===== config.mk =====
export PLATFORM = sky130hd
export DESIGN_NAME = riscv_insn_sequencer
export DESIGN_NICKNAME = d
export VERILOG_FILES = /design/src/rtl/riscv_seq_pkg.sv /design/src/rtl/riscv_perf_counter.sv /design/src/rtl/riscv_insn_sequencer.sv
export SDC_FILE = /design/constraint.sdc
export NUM_CORES = 1
export LEC_CHECK = 0
export ABC_AREA = 1
export CORE_MARGIN = 5
export CORE_UTILIZATION = 30
export CTS_CLUSTER_DIAMETER = 40
export DETAILED_ROUTE_END_ITERATION = 6
export GPL_ROUTABILITY_DRIVEN = 0
export MAX_ROUTING_LAYER = met4
export PLACE_DENSITY_LB_ADDON = 0.25
export SYNTH_ARGS = -nofsm -noshare
export SYNTH_HDL_FRONTEND = slang
export SYNTH_SLANG_ARGS = --single-unit

===== constraint.sdc =====
create_clock -name clock -period 3.1 [get_ports clock]
set_input_delay 0.62 -clock clock [delete_from_list [all_inputs] [get_ports clock]]
set_output_delay 0.62 -clock clock [all_outputs]
set_load 0.02 [all_outputs]

===== src/rtl/riscv_seq_pkg.sv =====
// Shared types and constants for the shader-core instruction sequencer.
// The sequencer state encoding and the default fetch address live here.
package riscv_seq_pkg;

    typedef enum logic [2:0] {
        IDLE,
        FETCH,
        DECODE,
        EXECUTE,
        MEM,
        FPU,
        WRITEBACK,
        HALT
    } seq_state_t;

    localparam int unsigned SEQ_DEFAULT_RESET_PC = 0;

endpackage


===== src/rtl/riscv_perf_counter.sv =====
// 32-bit free-running event counter with enable and synchronous clear.
// Wraps silently modulo 2^32.
module riscv_perf_counter (
    input  logic        clock,
    input  logic        reset,
    input  logic        enable,
    input  logic        clear,
    output logic [31:0] count
);

    always_ff @(posedge clock) begin
        if (reset || clear) begin
            count <= '0;
        end else if (enable) begin
            count <= count + 32'd1;
        end
    end

endmodule


===== src/rtl/riscv_insn_sequencer.sv =====
// Multicycle fetch/decode/execute/writeback control FSM for one shader core.
// Performance counters are built only when RISCV_SEQ_PERF_COUNT_EN is defined.
module riscv_insn_sequencer
    import riscv_seq_pkg::*;
#(
    parameter int                       ADDRESS_WIDTH = 24,
    parameter int                       INSN_WIDTH    = 32,
    parameter logic [ADDRESS_WIDTH-1:0] RESET_PC      = ADDRESS_WIDTH'(SEQ_DEFAULT_RESET_PC)
) (
    input  logic                     clock,
    input  logic                     reset,
    input  logic                     run,
    output logic                     halted,
    output logic                     fault,
    output logic [ADDRESS_WIDTH-1:0] pc,
    output logic                     insn_req,
    input  logic                     insn_ready,
    input  logic [INSN_WIDTH-1:0]    insn_data,
    output logic [INSN_WIDTH-1:0]    insn,
    input  logic                     is_load,
    input  logic                     is_store,
    input  logic                     is_system,
    input  logic                     is_fp_multi,
    input  logic                     writes_rd,
    output logic                     mem_req,
    input  logic                     mem_ready,
    output logic                     fpu_start,
    input  logic                     fpu_done,
    input  logic [ADDRESS_WIDTH-1:0] pc_next,
    output logic                     rd_write,
    output logic [31:0]              retired_count,
    output logic [31:0]              cycle_count
);

    seq_state_t state;
    seq_state_t state_next;

    logic fault_q;
    logic fpu_first;
    logic writes_rd_q;
    logic is_store_q;
    logic misaligned;

    assign misaligned = (pc_next[1:0] != 2'b00);

    always_ff @(posedge clock) begin
        if (reset) begin
            state <= IDLE;
        end else begin
            state <= state_next;
        end
    end

    always_comb begin
        state_next = state;
        halted     = 1'b0;
        insn_req   = 1'b0;
        mem_req    = 1'b0;
        fpu_start  = 1'b0;
        rd_write   = 1'b0;
        case (state)
            IDLE: begin
                if (run) state_next = FETCH;
            end
            FETCH: begin
                insn_req = 1'b1;
                if (insn_ready) state_next = DECODE;
            end
            DECODE: begin
                state_next = EXECUTE;
            end
            EXECUTE: begin
                if (is_system)                state_next = HALT;
                else if (is_load || is_store) state_next = MEM;
                else if (is_fp_multi)         state_next = FPU;
                else                          state_next = WRITEBACK;
            end
            MEM: begin
                mem_req = 1'b1;
                if (mem_ready) state_next = WRITEBACK;
            end
            FPU: begin
                fpu_start = fpu_first;
                if (fpu_done) state_next = WRITEBACK;
            end
            WRITEBACK: begin
                // A reset landing on the writeback cycle suppresses the register write.
                rd_write   = writes_rd_q && !is_store_q && !reset;
                state_next = misaligned ? HALT : FETCH;
            end
            HALT: begin
                halted = 1'b1;
                if (!run) state_next = IDLE;
            end
            default: begin
                state_next = IDLE;
            end
        endcase
    end

    always_ff @(posedge clock) begin
        if (reset) begin
            pc          <= RESET_PC;
            insn        <= '0;
            fault_q     <= 1'b0;
            fpu_first   <= 1'b0;
            writes_rd_q <= 1'b0;
            is_store_q  <= 1'b0;
        end else begin
            fpu_first <= (state_next == FPU) && (state != FPU);
            case (state)
                IDLE: begin
                    if (run) begin
                        pc      <= RESET_PC;
                        fault_q <= 1'b0;
                    end
                end
                FETCH: begin
                    if (insn_ready) insn <= insn_data;
                end
                EXECUTE: begin
                    writes_rd_q <= writes_rd;
                    is_store_q  <= is_store;
                end
                WRITEBACK: begin
                    pc      <= pc_next;
                    fault_q <= misaligned;
                end
                default: begin
                end
            endcase
        end
    end

    assign fault = fault_q && (state == HALT);

`ifdef RISCV_SEQ_PERF_COUNT_EN
    logic core_active;
    logic retiring;

    assign core_active = (state != IDLE) && (state != HALT);
    assign retiring    = (state == WRITEBACK);

    riscv_perf_counter u_retired_counter (
        .clock  (clock),
        .reset  (reset),
        .enable (retiring),
        .clear  (1'b0),
        .count  (retired_count)
    );

    riscv_perf_counter u_cycle_counter (
        .clock  (clock),
        .reset  (reset),
        .enable (core_active),
        .clear  (1'b0),
        .count  (cycle_count)
    );
`else
    assign retired_count = '0;
    assign cycle_count   = '0;
`endif

endmodule


# After elaboration in Yosys (flattened, before gate mapping)
# Cells that the tools add are included.
# word_totals
ramBits	0
elab_cells	48
memories	0
latch_bits	0
romBits	0
register_bits	63
# op_classes
n_eq_ne	10
mul	0
shift	0
reduce_logical	12
magnitude_cmp	0
mux	19
addsub	0
div	0
bitwise	0
# op_table
cell	n
$pmux 24 s2	1
$mux 24	1
$pmux 3 s8	1
$mux 3	6
$eq 3x3->1 const B	5
$eq 3x2->1 const B	2
$mux 1	6
$mux 2	3
$logic_and 1x1->1	4
$reduce_and 2->1	2
$reduce_bool 2->1	2
$eq 3x1->1 const B	1
$logic_not 3->1	1
$ne 3x3->1 const B	1
$logic_not 1->1	2
$ne 2x2->1 const B	1
$pmux 1 s2	1
$logic_or 1x1->1	1

# Logic depth before layout (Yosys ltp)
# depth
word_depth	6
mapped_depth	9
depth_no_buf	8

# Worst setup path after synthesis
# OpenSTA, ideal clock, no wires.
# synth_path
kind	in2out
from	input port reset
to	output port rd_write
slack_ns	0.846
path_stages	3
arrival_ns	1.634
t_required_ns	2.480
n_path_buf	2
path_cell_list	clkbuf_1 -> clkbuf_1 -> nor4_1
# synth_between
elab_chain_cells	3
# synth_rtl
item	line	source
start: declaration	riscv_insn_sequencer.sv:11	input logic reset,
$logic_not 1->1	riscv_insn_sequencer.sv:88	rd_write = writes_rd_q && !is_store_q && !reset;
$logic_and 1x1->1	riscv_insn_sequencer.sv:88	
$mux 1	riscv_insn_sequencer.sv:61	case (state)
end: declaration	riscv_insn_sequencer.sv:30	output logic rd_write,
# Every way passes these cells.

# Worst setup path in the final report
# layout_path
from	register state[1]
to	output port rd_write
# layout_between
elab_chain_cells	2
# layout_rtl
item	line	source
start: declaration	riscv_insn_sequencer.sv:35	seq_state_t state;
start signal: assignment	riscv_insn_sequencer.sv:50	state <= state_next;
$eq 3x3->1	riscv_insn_sequencer.sv:61	
$mux 1	riscv_insn_sequencer.sv:61	
# Every way passes these cells.

==> summary.md <==
| Metric | Value |
|---|---|
| Post-Syn Area | 2979 um^2 |
| R2r startpoint | state[0] |
| Crit path launch | state[1] |
| Largest net degree at the start of global routing | 60 |
| Leading area contributor after synthesis | dfxtp_1 |
| Total GRT Usage | 0.1269 |
| Worst Path Required | 2.48 ns |
| Share of layout cells above drive strength 1 | 0.05049 |
| DR vias | 2701 |
| Clk root buf | clkbuf_8 |
| Seq cells post-synth | 63 |
| Final setup viols | 0 |
| WS Path Type | reg -> out |
| Power Dens Cells | between 400 and 500 nW/um^2 |
| Routed Antenna Nets | 0 |
| Most common cell in the netlist | nand2_1 |
| Tcrit/Tclk final | 0.8598 |
| Startpoint type of the worst setup path | flop |
| Worst skew pair latency | 0.33 ns |
| Yosys Warn Count | 0 |
| CP Max Fanout | 10 |
| CTS Buf Count | 9 |
| Register area share after synthesis | 0.4234 |
| H-Tree Depth | 3 |
| Port Buffer Count | roughly 130 |
| Post-CTS setup buffer count | 0 |
| Top post-synthesis cells by count | nand2_1 (93), buf_4 (67), dfxtp_1 (63) |
| Drt pass-1 iters | 4 |
| Async SR Flop Fraction | 0 |
| Clock transition at path regs | 0.07 ns |
| Die height | about 110 um |
| Slew margin rel. | 0.5603 |
| GRT Residual Overflow | 0 |
| Clk sinks | 63 |
| Worst hold margin | between 0.4 and 0.5 ns |
| Initial antenna violation count | 0 |
| Largest cells by area after synthesis | dfxtp_1 (42%), buf_4 (17%), nand2_1 (12%) |
| Cells after Synth | 392 |
| FILL cells | 993 |
| CTS tree | done |
| Hold_sp | insn[30] |
| DR iter-0 viols | between 70 and 80 |
| Site Rows | 36 |
| Skew final | approximately 0.0078 ns |
| Final Max Tran Viols | 0 |
| Io pins | slightly below 200 |
| Ys flop type | dfxtp_1 |
| Post-DP HPWL | approximately 5900 um |
| Die area | about 12000 um^2 |
| Hold WC Path Type | reg -> reg |
| Multi-input logic area | around 1200 um^2 |
| Final Hold Viols | 0 |
| Post-Syn Area per Cell | 7.600 um^2 |
| Initial Util | 0.3062 |
| Max_cap viols | 0 |
| Ant diodes | 0 |
| Netlist cell types | 21 |
| Die width | approximately 110 um |
| Post-CTS sizing | 0 |
| WL/cell | approximately 12 um |
| Crit path capture type | primary output |
| EDFF count, synth | 0 |
| Setup TNS | 0 ns |
| P_leak | around 1.6 nW |
| Register area | 1261 um^2 |
| Status | complete, no violations |
| Post-synth top area share | 0.4234 |
| Final WL | ~8100 um |
| Max Clock Freq | 375.2 MHz |
| Via/cell ratio | approximately 4.2 |
| Worst Tran Pin Value | 0.6596 ns |
| Clock Tree Buf Depth | 2 |
| Core ar. | 9729 um^2 |
| Fin crit period | ~2.7 ns |
| Synthesis-to-finish area growth | 43.39% |
| Hold Buf Count CTS | 0 |
| First-pass GRT wire length | about 12000 um |
| Fin nets | between 500 and 600 |
| Total power | roughly 2.1 mW |
| Detailed-route DRC error count | 0 |
| RSZ-0062 raised after global routing | false |
| Maximum VDD drop | 229.1 uV |
| CP arrival | roughly 2 ns |
| Vias in the first global route | between 2000 and 3000 |
-- placed cells by master (no fill, tap or decap), drive strengths merged --
cell type and count:
nor3 2, clkdlybuf4s50 127, nand3b 1, nor4 1, clkinvlp 2, nand3 43
conb 64, bufinv 2, clkinv 1, inv 19, nand4 1, dfxtp 63
o21ai 4, a21oi 57, a31oi 1, buf 5, clkbuf 11, nand2 94
nor2 17
-- cells by family after synthesis --
kind of cell	Yosys count	synth area share
flops	63	0.4234
buf+inv	107	0.2423
compound gates	62	0.1046
other cells	1	0.001259
simple gates	159	0.2285
-- layout make-up --
cell class / count / area share
inverters: 19 / 0.01728
repair buffers: 132 / 0.3058
multi-input cells: 285 / 0.2885
clock inverters: 5 / 0.01875
well taps: 133 / 0.03896
clock buffers: 11 / 0.03544
flip-flops and latches: 63 / 0.2953
-- per-stage QoR --
stage,area (um^2),utilization,instances,setup WS (ns)
final,4272,0.4390,648,0.4345
after global routing,4272,0.4390,648,0.2900
after CTS,4272,0.4390,648,0.4196
after detailed placement,4040,0.4153,632,0.7926
after global placement,4040,0.4153,632,0.7930
after floorplan,3216,-,455,0.8458
-- registers in the layout (all words and copies together) (netlist names) --
| register | cells |
|---|---|
| pc | 24 |
| is_store_q | 1 |
| fault_q | 1 |
| insn | 32 |
| fpu_first | 1 |
| writes_rd_q | 1 |
| state | 3 |
-- report_power, final --
part / leakage (nW) / switching, mW / internal, mW / total, mW
logic: 1.01 / 0.266 / 0.172 / 0.438
registers: 0.510 / 0.0286 / 0.845 / 0.873
clock network: 0.112 / 0.318 / 0.495 / 0.813
-- critical path, stage by stage, from the launching register on --
cell and delay [ns]:
dfxtp_1 0.55, nand3_1 0.22, nor4_1 0.25, clkdlybuf4s50_1 0.69
-- layer usage --
layer,up-vias,GRT usage,share of wire,wire length [um]
met5,-,-,0,0
met4,0,0.04541,0.012,99
met3,10,0.05872,0.13,1027
met2,124,0.1983,0.45,3664
met1,1205,0.1428,0.41,3304
li1,1362,-,-,-
-- path summary, 6_finish.rpt --
check | to | slack [ns] | cells after the start
max | rd_write | 0.43 | 3
min | insn[30] | 0.46 | 2
max reg2reg | fpu_first | 1.25 | 8
min reg2reg | insn[30] | 0.46 | 2
Power figures use the tool's default switching activity.
